### config.mk
export PLATFORM = sky130hd
export DESIGN_NAME = tile_axil_initiator_flat
export DESIGN_NICKNAME = d
export VERILOG_FILES = /design/src/rtl/tile_axil_initiator_if.sv /design/src/rtl/tile_axil_initiator.sv /design/src/flat_wrapper.sv
export SDC_FILE = /design/constraint.sdc
export NUM_CORES = 1
export LEC_CHECK = 0
export ABC_AREA = 1
export ABC_CLOCK_PERIOD_IN_PS = 3100
export BUFFER_PORTS_ARGS = -buffer_cell sky130_fd_sc_hd__buf_2
export CAP_MARGIN = 20
export CORE_MARGIN = 3
export CORE_UTILIZATION = 45
export DETAILED_ROUTE_END_ITERATION = 6
export HOLD_SLACK_MARGIN = 0.02
export PLACE_DENSITY = 0.85
export SETUP_SLACK_MARGIN = 0.02
export SLEW_MARGIN = 40
export SYNTH_ARGS = -nofsm -noshare
export SYNTH_HDL_FRONTEND = slang
export SYNTH_SLANG_ARGS = --single-unit
### constraint.sdc
create_clock -name clk_control -period 3.1 [get_ports clk_control]
set_input_delay 0.31 -clock clk_control [delete_from_list [all_inputs] [get_ports clk_control]]
set_output_delay 0.31 -clock clk_control [all_outputs]
set_load 0.02 [all_outputs]
### src/rtl/tile_axil_initiator_if.sv
// Command/response and AXI-Lite master channels of tile_axil_initiator.
// The master modport is the initiator's view; slave is the command source and AXI target side.
interface tile_axil_initiator_if #(
  parameter int BW       = 32,
  parameter int BWB      = BW / 8,
  parameter int AXI_ADDR = 8
);
  logic                cmd_valid;
  logic                cmd_ready;
  logic                cmd_write;
  logic [AXI_ADDR-1:0] cmd_addr;
  logic [BW-1:0]       cmd_wdata;
  logic [BWB-1:0]      cmd_wstrb;

  logic                rsp_valid;
  logic                rsp_ready;
  logic [BW-1:0]       rsp_rdata;
  logic [1:0]          rsp_resp;

  logic [AXI_ADDR-1:0] control_M_AXI_AWADDR;
  logic                control_M_AXI_AWVALID;
  logic                control_M_AXI_AWREADY;
  logic [BW-1:0]       control_M_AXI_WDATA;
  logic [BWB-1:0]      control_M_AXI_WSTRB;
  logic                control_M_AXI_WVALID;
  logic                control_M_AXI_WREADY;
  logic [1:0]          control_M_AXI_BRESP;
  logic                control_M_AXI_BVALID;
  logic                control_M_AXI_BREADY;
  logic [AXI_ADDR-1:0] control_M_AXI_ARADDR;
  logic                control_M_AXI_ARVALID;
  logic                control_M_AXI_ARREADY;
  logic [BW-1:0]       control_M_AXI_RDATA;
  logic [1:0]          control_M_AXI_RRESP;
  logic                control_M_AXI_RVALID;
  logic                control_M_AXI_RREADY;

  modport master (
    input  cmd_valid, cmd_write, cmd_addr, cmd_wdata, cmd_wstrb,
    output cmd_ready,
    output rsp_valid, rsp_rdata, rsp_resp,
    input  rsp_ready,
    output control_M_AXI_AWADDR, control_M_AXI_AWVALID,
    output control_M_AXI_WDATA, control_M_AXI_WSTRB, control_M_AXI_WVALID,
    output control_M_AXI_BREADY,
    output control_M_AXI_ARADDR, control_M_AXI_ARVALID,
    output control_M_AXI_RREADY,
    input  control_M_AXI_AWREADY, control_M_AXI_WREADY,
    input  control_M_AXI_BRESP, control_M_AXI_BVALID,
    input  control_M_AXI_ARREADY,
    input  control_M_AXI_RDATA, control_M_AXI_RRESP, control_M_AXI_RVALID
  );

  modport slave (
    output cmd_valid, cmd_write, cmd_addr, cmd_wdata, cmd_wstrb,
    input  cmd_ready,
    input  rsp_valid, rsp_rdata, rsp_resp,
    output rsp_ready,
    input  control_M_AXI_AWADDR, control_M_AXI_AWVALID,
    input  control_M_AXI_WDATA, control_M_AXI_WSTRB, control_M_AXI_WVALID,
    input  control_M_AXI_BREADY,
    input  control_M_AXI_ARADDR, control_M_AXI_ARVALID,
    input  control_M_AXI_RREADY,
    output control_M_AXI_AWREADY, control_M_AXI_WREADY,
    output control_M_AXI_BRESP, control_M_AXI_BVALID,
    output control_M_AXI_ARREADY,
    output control_M_AXI_RDATA, control_M_AXI_RRESP, control_M_AXI_RVALID
  );
endinterface

### src/rtl/tile_axil_initiator.sv
// Single-outstanding AXI-Lite initiator: turns one command into one AXI-Lite transaction and one response.
// Optional watchdog compiled in with `define TILE_AXIL_TIMEOUT_EN (limit TIMEOUT_CYCLES).
module tile_axil_initiator #(
  parameter int BW             = 32,
  parameter int BWB            = BW / 8,
  parameter int AXI_ADDR       = 8,
  parameter int TIMEOUT_CYCLES = 256
) (
  input  logic                  clk_control,
  input  logic                  clk_control_rst_high,
  tile_axil_initiator_if.master bus,
  output logic                  timeout_err
);

  typedef enum logic [2:0] {
    IDLE,
    WR_ADDR_DATA,
    WR_RESP,
    RD_ADDR,
    RD_DATA,
    RESP
  } state_t;

  state_t state;
  state_t state_next;

  logic [AXI_ADDR-1:0] addr_q;
  logic [BW-1:0]       wdata_q;
  logic [BWB-1:0]      wstrb_q;
  logic [BW-1:0]       rdata_q;
  logic [1:0]          resp_q;
  logic                aw_done;
  logic                w_done;

  logic aw_valid, w_valid, b_ready, ar_valid, r_ready;
  logic cmd_fire, aw_fire, w_fire, b_fire, ar_fire, r_fire;
  logic busy;
  logic tmo_take;

  assign busy     = (state == WR_ADDR_DATA) || (state == WR_RESP) ||
                    (state == RD_ADDR) || (state == RD_DATA);
  assign cmd_fire = bus.cmd_valid && (state == IDLE);
  assign aw_fire  = aw_valid && bus.control_M_AXI_AWREADY;
  assign w_fire   = w_valid && bus.control_M_AXI_WREADY;
  assign b_fire   = b_ready && bus.control_M_AXI_BVALID;
  assign ar_fire  = ar_valid && bus.control_M_AXI_ARREADY;
  assign r_fire   = r_ready && bus.control_M_AXI_RVALID;

`ifdef TILE_AXIL_TIMEOUT_EN
  localparam int CW = $clog2(TIMEOUT_CYCLES + 1);

  logic [CW-1:0] tmo_cnt;
  logic          tmo_hit;
  logic          tmo_flag;

  // A B/R handshake landing on the limit cycle still wins, so real slave data is never thrown away.
  assign tmo_hit  = busy && (tmo_cnt == CW'(TIMEOUT_CYCLES - 1));
  assign tmo_take = tmo_hit && !b_fire && !r_fire;

  always_ff @(posedge clk_control or posedge clk_control_rst_high) begin
    if (clk_control_rst_high) begin
      tmo_cnt  <= '0;
      tmo_flag <= 1'b0;
    end else begin
      if (cmd_fire)
        tmo_cnt <= '0;
      else if (busy && !tmo_hit)
        tmo_cnt <= tmo_cnt + 1'b1;
      if (tmo_take)
        tmo_flag <= 1'b1;
    end
  end

  assign timeout_err = tmo_flag;
`else
  assign tmo_take    = 1'b0;
  assign timeout_err = 1'b0;
`endif

  always_ff @(posedge clk_control or posedge clk_control_rst_high) begin
    if (clk_control_rst_high)
      state <= IDLE;
    else
      state <= state_next;
  end

  always_comb begin
    state_next = state;
    case (state)
      IDLE:         if (bus.cmd_valid) state_next = bus.cmd_write ? WR_ADDR_DATA : RD_ADDR;
      WR_ADDR_DATA: if ((aw_done || aw_fire) && (w_done || w_fire)) state_next = WR_RESP;
      WR_RESP:      if (b_fire) state_next = RESP;
      RD_ADDR:      if (ar_fire) state_next = RD_DATA;
      RD_DATA:      if (r_fire) state_next = RESP;
      RESP:         if (bus.rsp_ready) state_next = IDLE;
      default:      state_next = IDLE;
    endcase
    if (tmo_take)
      state_next = RESP;
  end

  // AW and W each drop the cycle after their own handshake, tracked by the done flags.
  always_comb begin
    aw_valid = 1'b0;
    w_valid  = 1'b0;
    b_ready  = 1'b0;
    ar_valid = 1'b0;
    r_ready  = 1'b0;
    case (state)
      WR_ADDR_DATA: begin
        aw_valid = !aw_done;
        w_valid  = !w_done;
      end
      WR_RESP: b_ready  = 1'b1;
      RD_ADDR: ar_valid = 1'b1;
      RD_DATA: r_ready  = 1'b1;
      default: ;
    endcase
  end

  always_ff @(posedge clk_control or posedge clk_control_rst_high) begin
    if (clk_control_rst_high) begin
      addr_q  <= '0;
      wdata_q <= '0;
      wstrb_q <= '0;
      rdata_q <= '0;
      resp_q  <= 2'b00;
      aw_done <= 1'b0;
      w_done  <= 1'b0;
    end else begin
      if (cmd_fire) begin
        addr_q  <= bus.cmd_addr;
        wdata_q <= bus.cmd_wdata;
        wstrb_q <= bus.cmd_wstrb;
        aw_done <= 1'b0;
        w_done  <= 1'b0;
      end
      if (aw_fire)
        aw_done <= 1'b1;
      if (w_fire)
        w_done <= 1'b1;
      if (tmo_take) begin
        rdata_q <= '0;
        resp_q  <= 2'b11;
      end else if (b_fire) begin
        rdata_q <= '0;
        resp_q  <= bus.control_M_AXI_BRESP;
      end else if (r_fire) begin
        rdata_q <= bus.control_M_AXI_RDATA;
        resp_q  <= bus.control_M_AXI_RRESP;
      end
    end
  end

  assign bus.cmd_ready             = (state == IDLE);
  assign bus.rsp_valid             = (state == RESP);
  assign bus.rsp_rdata             = rdata_q;
  assign bus.rsp_resp              = resp_q;
  assign bus.control_M_AXI_AWADDR  = addr_q;
  assign bus.control_M_AXI_AWVALID = aw_valid;
  assign bus.control_M_AXI_WDATA   = wdata_q;
  assign bus.control_M_AXI_WSTRB   = wstrb_q;
  assign bus.control_M_AXI_WVALID  = w_valid;
  assign bus.control_M_AXI_BREADY  = b_ready;
  assign bus.control_M_AXI_ARADDR  = addr_q;
  assign bus.control_M_AXI_ARVALID = ar_valid;
  assign bus.control_M_AXI_RREADY  = r_ready;

endmodule

### src/flat_wrapper.sv
// flat-port wrapper written by rule: the top's interface ports become plain ports
module tile_axil_initiator_flat 
#(
  parameter int BW             = 32,
  parameter int BWB            = BW / 8,
  parameter int AXI_ADDR       = 8,
  parameter int TIMEOUT_CYCLES = 256
)
  (clk_control, clk_control_rst_high, timeout_err, bus_cmd_valid, bus_cmd_write, bus_cmd_addr, bus_cmd_wdata, bus_cmd_wstrb, bus_cmd_ready, bus_rsp_valid, bus_rsp_rdata, bus_rsp_resp, bus_rsp_ready, bus_control_M_AXI_AWADDR, bus_control_M_AXI_AWVALID, bus_control_M_AXI_WDATA, bus_control_M_AXI_WSTRB, bus_control_M_AXI_WVALID, bus_control_M_AXI_BREADY, bus_control_M_AXI_ARADDR, bus_control_M_AXI_ARVALID, bus_control_M_AXI_RREADY, bus_control_M_AXI_AWREADY, bus_control_M_AXI_WREADY, bus_control_M_AXI_BRESP, bus_control_M_AXI_BVALID, bus_control_M_AXI_ARREADY, bus_control_M_AXI_RDATA, bus_control_M_AXI_RRESP, bus_control_M_AXI_RVALID);
  tile_axil_initiator_if #(.BW(BW), .BWB(BWB), .AXI_ADDR(AXI_ADDR)) bus_i ();
  input  logic clk_control;
  input  logic clk_control_rst_high;
  output logic timeout_err;
  input wire logic [$bits(bus_i.cmd_valid)-1:0] bus_cmd_valid;
  input wire logic [$bits(bus_i.cmd_write)-1:0] bus_cmd_write;
  input wire logic [$bits(bus_i.cmd_addr)-1:0] bus_cmd_addr;
  input wire logic [$bits(bus_i.cmd_wdata)-1:0] bus_cmd_wdata;
  input wire logic [$bits(bus_i.cmd_wstrb)-1:0] bus_cmd_wstrb;
  output wire logic [$bits(bus_i.cmd_ready)-1:0] bus_cmd_ready;
  output wire logic [$bits(bus_i.rsp_valid)-1:0] bus_rsp_valid;
  output wire logic [$bits(bus_i.rsp_rdata)-1:0] bus_rsp_rdata;
  output wire logic [$bits(bus_i.rsp_resp)-1:0] bus_rsp_resp;
  input wire logic [$bits(bus_i.rsp_ready)-1:0] bus_rsp_ready;
  output wire logic [$bits(bus_i.control_M_AXI_AWADDR)-1:0] bus_control_M_AXI_AWADDR;
  output wire logic [$bits(bus_i.control_M_AXI_AWVALID)-1:0] bus_control_M_AXI_AWVALID;
  output wire logic [$bits(bus_i.control_M_AXI_WDATA)-1:0] bus_control_M_AXI_WDATA;
  output wire logic [$bits(bus_i.control_M_AXI_WSTRB)-1:0] bus_control_M_AXI_WSTRB;
  output wire logic [$bits(bus_i.control_M_AXI_WVALID)-1:0] bus_control_M_AXI_WVALID;
  output wire logic [$bits(bus_i.control_M_AXI_BREADY)-1:0] bus_control_M_AXI_BREADY;
  output wire logic [$bits(bus_i.control_M_AXI_ARADDR)-1:0] bus_control_M_AXI_ARADDR;
  output wire logic [$bits(bus_i.control_M_AXI_ARVALID)-1:0] bus_control_M_AXI_ARVALID;
  output wire logic [$bits(bus_i.control_M_AXI_RREADY)-1:0] bus_control_M_AXI_RREADY;
  input wire logic [$bits(bus_i.control_M_AXI_AWREADY)-1:0] bus_control_M_AXI_AWREADY;
  input wire logic [$bits(bus_i.control_M_AXI_WREADY)-1:0] bus_control_M_AXI_WREADY;
  input wire logic [$bits(bus_i.control_M_AXI_BRESP)-1:0] bus_control_M_AXI_BRESP;
  input wire logic [$bits(bus_i.control_M_AXI_BVALID)-1:0] bus_control_M_AXI_BVALID;
  input wire logic [$bits(bus_i.control_M_AXI_ARREADY)-1:0] bus_control_M_AXI_ARREADY;
  input wire logic [$bits(bus_i.control_M_AXI_RDATA)-1:0] bus_control_M_AXI_RDATA;
  input wire logic [$bits(bus_i.control_M_AXI_RRESP)-1:0] bus_control_M_AXI_RRESP;
  input wire logic [$bits(bus_i.control_M_AXI_RVALID)-1:0] bus_control_M_AXI_RVALID;
  assign bus_i.cmd_valid = bus_cmd_valid;
  assign bus_i.cmd_write = bus_cmd_write;
  assign bus_i.cmd_addr = bus_cmd_addr;
  assign bus_i.cmd_wdata = bus_cmd_wdata;
  assign bus_i.cmd_wstrb = bus_cmd_wstrb;
  assign bus_cmd_ready = bus_i.cmd_ready;
  assign bus_rsp_valid = bus_i.rsp_valid;
  assign bus_rsp_rdata = bus_i.rsp_rdata;
  assign bus_rsp_resp = bus_i.rsp_resp;
  assign bus_i.rsp_ready = bus_rsp_ready;
  assign bus_control_M_AXI_AWADDR = bus_i.control_M_AXI_AWADDR;
  assign bus_control_M_AXI_AWVALID = bus_i.control_M_AXI_AWVALID;
  assign bus_control_M_AXI_WDATA = bus_i.control_M_AXI_WDATA;
  assign bus_control_M_AXI_WSTRB = bus_i.control_M_AXI_WSTRB;
  assign bus_control_M_AXI_WVALID = bus_i.control_M_AXI_WVALID;
  assign bus_control_M_AXI_BREADY = bus_i.control_M_AXI_BREADY;
  assign bus_control_M_AXI_ARADDR = bus_i.control_M_AXI_ARADDR;
  assign bus_control_M_AXI_ARVALID = bus_i.control_M_AXI_ARVALID;
  assign bus_control_M_AXI_RREADY = bus_i.control_M_AXI_RREADY;
  assign bus_i.control_M_AXI_AWREADY = bus_control_M_AXI_AWREADY;
  assign bus_i.control_M_AXI_WREADY = bus_control_M_AXI_WREADY;
  assign bus_i.control_M_AXI_BRESP = bus_control_M_AXI_BRESP;
  assign bus_i.control_M_AXI_BVALID = bus_control_M_AXI_BVALID;
  assign bus_i.control_M_AXI_ARREADY = bus_control_M_AXI_ARREADY;
  assign bus_i.control_M_AXI_RDATA = bus_control_M_AXI_RDATA;
  assign bus_i.control_M_AXI_RRESP = bus_control_M_AXI_RRESP;
  assign bus_i.control_M_AXI_RVALID = bus_control_M_AXI_RVALID;
  tile_axil_initiator #(.BW(BW), .BWB(BWB), .AXI_ADDR(AXI_ADDR), .TIMEOUT_CYCLES(TIMEOUT_CYCLES)) u_core (.clk_control(clk_control), .clk_control_rst_high(clk_control_rst_high), .bus(bus_i), .timeout_err(timeout_err));
endmodule
==> metrics.md <==
| Metric | Value |
|---|---|
| Synth warnings | 0 |
| Leading cell type in the layout, fill and taps excluded | nand2_1 |
| Mapped Cells | 417 |
| Via/cell ratio | 4.58 |
| Synth Cell Area | 3500 µm² |
| Flops & latches, synth | 83 |
| Netlist cell types | 21 |
| Syn Area/Cell | 8.40 µm² |
| Critical-path maximum fanout | 46 |
| Pleak | 0.00285 µW |
| Slew @ Worst Pin | 0.517 ns |
| RD Place Congestion | 0.876 |
| Maximum clock frequency | 545 MHz |
| CTS Buf Count | 9 |
| Share of layout cells above drive strength 1 | 0.363 |
| CP Capture Type | flip-flop |
| Die Ht | 94.2 µm |
| Top cells by area, synth | dfrtp_1, nand2_1, buf_6, buf_4, nor2_1 |
| Post-DP HPWL | 6450 µm |
| Register area share after synthesis | 0.593 |
| Cell family with most CP delay | simple AND/OR/NAND/NOR gates |
| PwrDens | 1100 nW/µm² |
| Commonest non-fill, non-tap cells in the layout | nand2_1, buf_2, dfrtp_1, nor2_1 |
| Post-Synth Adder-Cell Area | 0 |
| Initial antenna violation count | 0 |
| Starting Density | 0.473 |
| Die extent in x | 94.2 µm |
| CTS Root Cell | clkbuf_8 |
| Post-synth net total | 507 |
| Clock Tree Buf Depth | 2 |
| Largest net degree at the start of global routing | 47 |
| Clock transition at path regs | 0.09 ns |
| Normalized max-slew margin | 0.655 |
| Drt pass-1 iters | 4 |
| Routed Antenna Nets | 0 |
| Setup Skew | roughly 0.015 ns |
| Final setup viols | 0 |
| Via count | 3168 |
| Outcome | finished, final reports clean |
| Period utilization | 0.592 |
| CP max stage delay | between 0.4 and 0.5 ns |
| Synth area leader | dfrtp_1 |
| Final hold slack | 0.153 ns |
| Worst R2R Path Depth | 6 |
| Worst-path cell chain | nor2_1 -> nand2_1 -> inv_2 -> nand2_4 -> inv_4 -> o21ai_0 |
| Final instance area | between 4000 and 5000 µm² |
| XOR/XNOR share of the synthesized area | 0 |
| Main combinational cell family by area after synthesis | simple AND/OR/NAND/NOR gates |
| Post-synth top area share | 0.593 |
| Drt total wl | about 8500 µm |
| Post-CTS setup repair buffer count | 0 |
| Complex-gate fraction of the synthesized area | 0.00572 |
| # port buffers | 182 |
| Min-Delay Path Depth | 3 |
| Number of clock sinks | 83 |
| GRT Util Overall | 0.190 |
| Antenna diodes | 0 |
| CORE AREA | 7410 µm² |
| Ports | 184 |
| CP required | 3.30 ns |
| Worst hold-check path type | input port to flip-flop |
| Post-DR wirelength/cell | 12.3 µm |
| Final nets | a little under 700 |
| Worst path arrival time | about 2.0 ns |
| Final Hold Viols | 0 |
| DRT iter0 DRCs | 72 |
| Row cnt | 31 |
| Critical path depth | 6 |
| Kind of critical path | flip-flop to flip-flop |
| WP buf/inv | 2 |
| Setup_tns | 0 ns |
| Simple-Gate Fraction of Synth Area | 0.321 |
| Slowest cell on the critical path | dfrtp_1 |
| Total congestion overflow | 0 |
| Mux cell area share after synthesis | 0 |
| Syn-to-layout area delta | 30.1% |
| Area of the die | 8880 µm² |
| TritonCTS clock tree | built |
| Startpoint Class | flip-flop |
| H-tree levels | 3 |
| Number of global-route vias before repair | a little over 3000 |
| Max_cap viols | 0 |
| Clock Latency Late Sink | 0.34 ns |
| Placed Area | 4350 µm² |
| First-pass GRT wire length | 13300 µm |
| Max Slew Vio Count | 0 |
| # DRC | 0 |
| RSZ-0062 raised after global routing | false |
| Final min period | around 1.8 ns |
| Peak supply drop | 0.529 mV |
==> worst reg2reg max path: cells and delay by family (launching register included) <==
family / cells / cell delay [ns]
and+or+nand+nor: 3 / 0.53
buffers and inverters: 2 / 0.54
AOI/OAI and AO/OA: 1 / 0.15
DFF: 1 / 0.49
==> Yosys cell counts, drive strengths merged <==
cell type,n
nand4,1
nor2,19
o21ai,2
buf,25
dfrtp,83
a21oi,2
inv,19
clkinv,1
nand2,255
conb,1
nand3,9
==> registers in the layout (all words and copies together), names as in the netlist <==
signal,flops
u_core.bus.control_M_AXI_WDATA,32
u_core.bus.rsp_rdata,32
u_core.bus.control_M_AXI_ARADDR,8
u_core.bus.control_M_AXI_WSTRB,4
u_core.state,3
u_core.bus.rsp_resp,2
u_core.aw_done,1
u_core.w_done,1
==> stage by stage <==
stage | std cells | setup WS, ns | util | power, µW
floorplan | 417 | 0.653 | - | 3610
CTS | 692 | 1.23 | 0.615 | 5080
global route | 692 | 1.08 | 0.615 | 5430
detailed placement | 675 | 1.23 | 0.588 | 4330
global placement | 675 | 1.30 | 0.588 | 4250
finish | 692 | 1.26 | 0.615 | 5030
==> layout make-up <==
type / count / area [µm²]
Clock buffer: 11 / 151
Clock inverter: 5 / 42.5
Fill cell: 631 / 2850
Inverter: 20 / 78.8
Multi-Input combinational cell: 289 / 1150
Sequential cell: 83 / 2080
Tap cell: 99 / 124
Timing Repair Buffer: 185 / 936
==> report_power, final <==
part           total, µW  internal [µW]  switching (µW)
Combinational       2370            753            1610
Clock                739            345             394
Sequential          1920           1600             318
==> logic make-up after synthesis <==
kind of cell	Yosys count
compound gates	4
buf+inv	45
flops	83
other cells	1
simple gates	284
==> layer usage <==
| layer | global-route usage | part of all wire | vias up |
|---|---|---|---|
| met4 | 0.0469 | 0.0059 | 0 |
| met1 | 0.225 | 0.41 | 1430 |
| li1 | - | - | 1579 |
| met5 | 0 | 0 | - |
| met3 | 0.0633 | 0.10 | 6 |
| met2 | 0.332 | 0.48 | 153 |
==> path summary, 6_finish.rpt <==
kind / startpoint / to / slack [ns]
setup reg to reg: u_core.state[1]$_DFFE_PP0P_ / u_core.aw_done$_DFFE_PP0P_ / 1.26
hold reg to reg: u_core.bus.rsp_rdata[9]$_DFFE_PP0P_ / u_core.bus.rsp_rdata[9]$_DFFE_PP0P_ / 0.47
max in group asynchronous: clk_control_rst_high / u_core.bus.rsp_rdata[26]$_DFFE_PP0P_ / 1.85
min in group asynchronous: clk_control_rst_high / u_core.bus.rsp_rdata[7]$_DFFE_PP0P_ / 0.52
setup / recovery: u_core.state[1]$_DFFE_PP0P_ / u_core.aw_done$_DFFE_PP0P_ / 1.26
hold / removal: bus_cmd_wdata[24] / u_core.bus.control_M_AXI_WDATA[24]$_DFFE_PP0P_ / 0.15
==> timing repair <==
| action | 4_1_cts | 5_1_grt |
|---|---|---|
| resized for setup | 0 | 0 |
| hold buffers | 1 | 0 |
| endpoints found under the hold margin | 28 | 0 |
(Power assumes the default switching activity.)
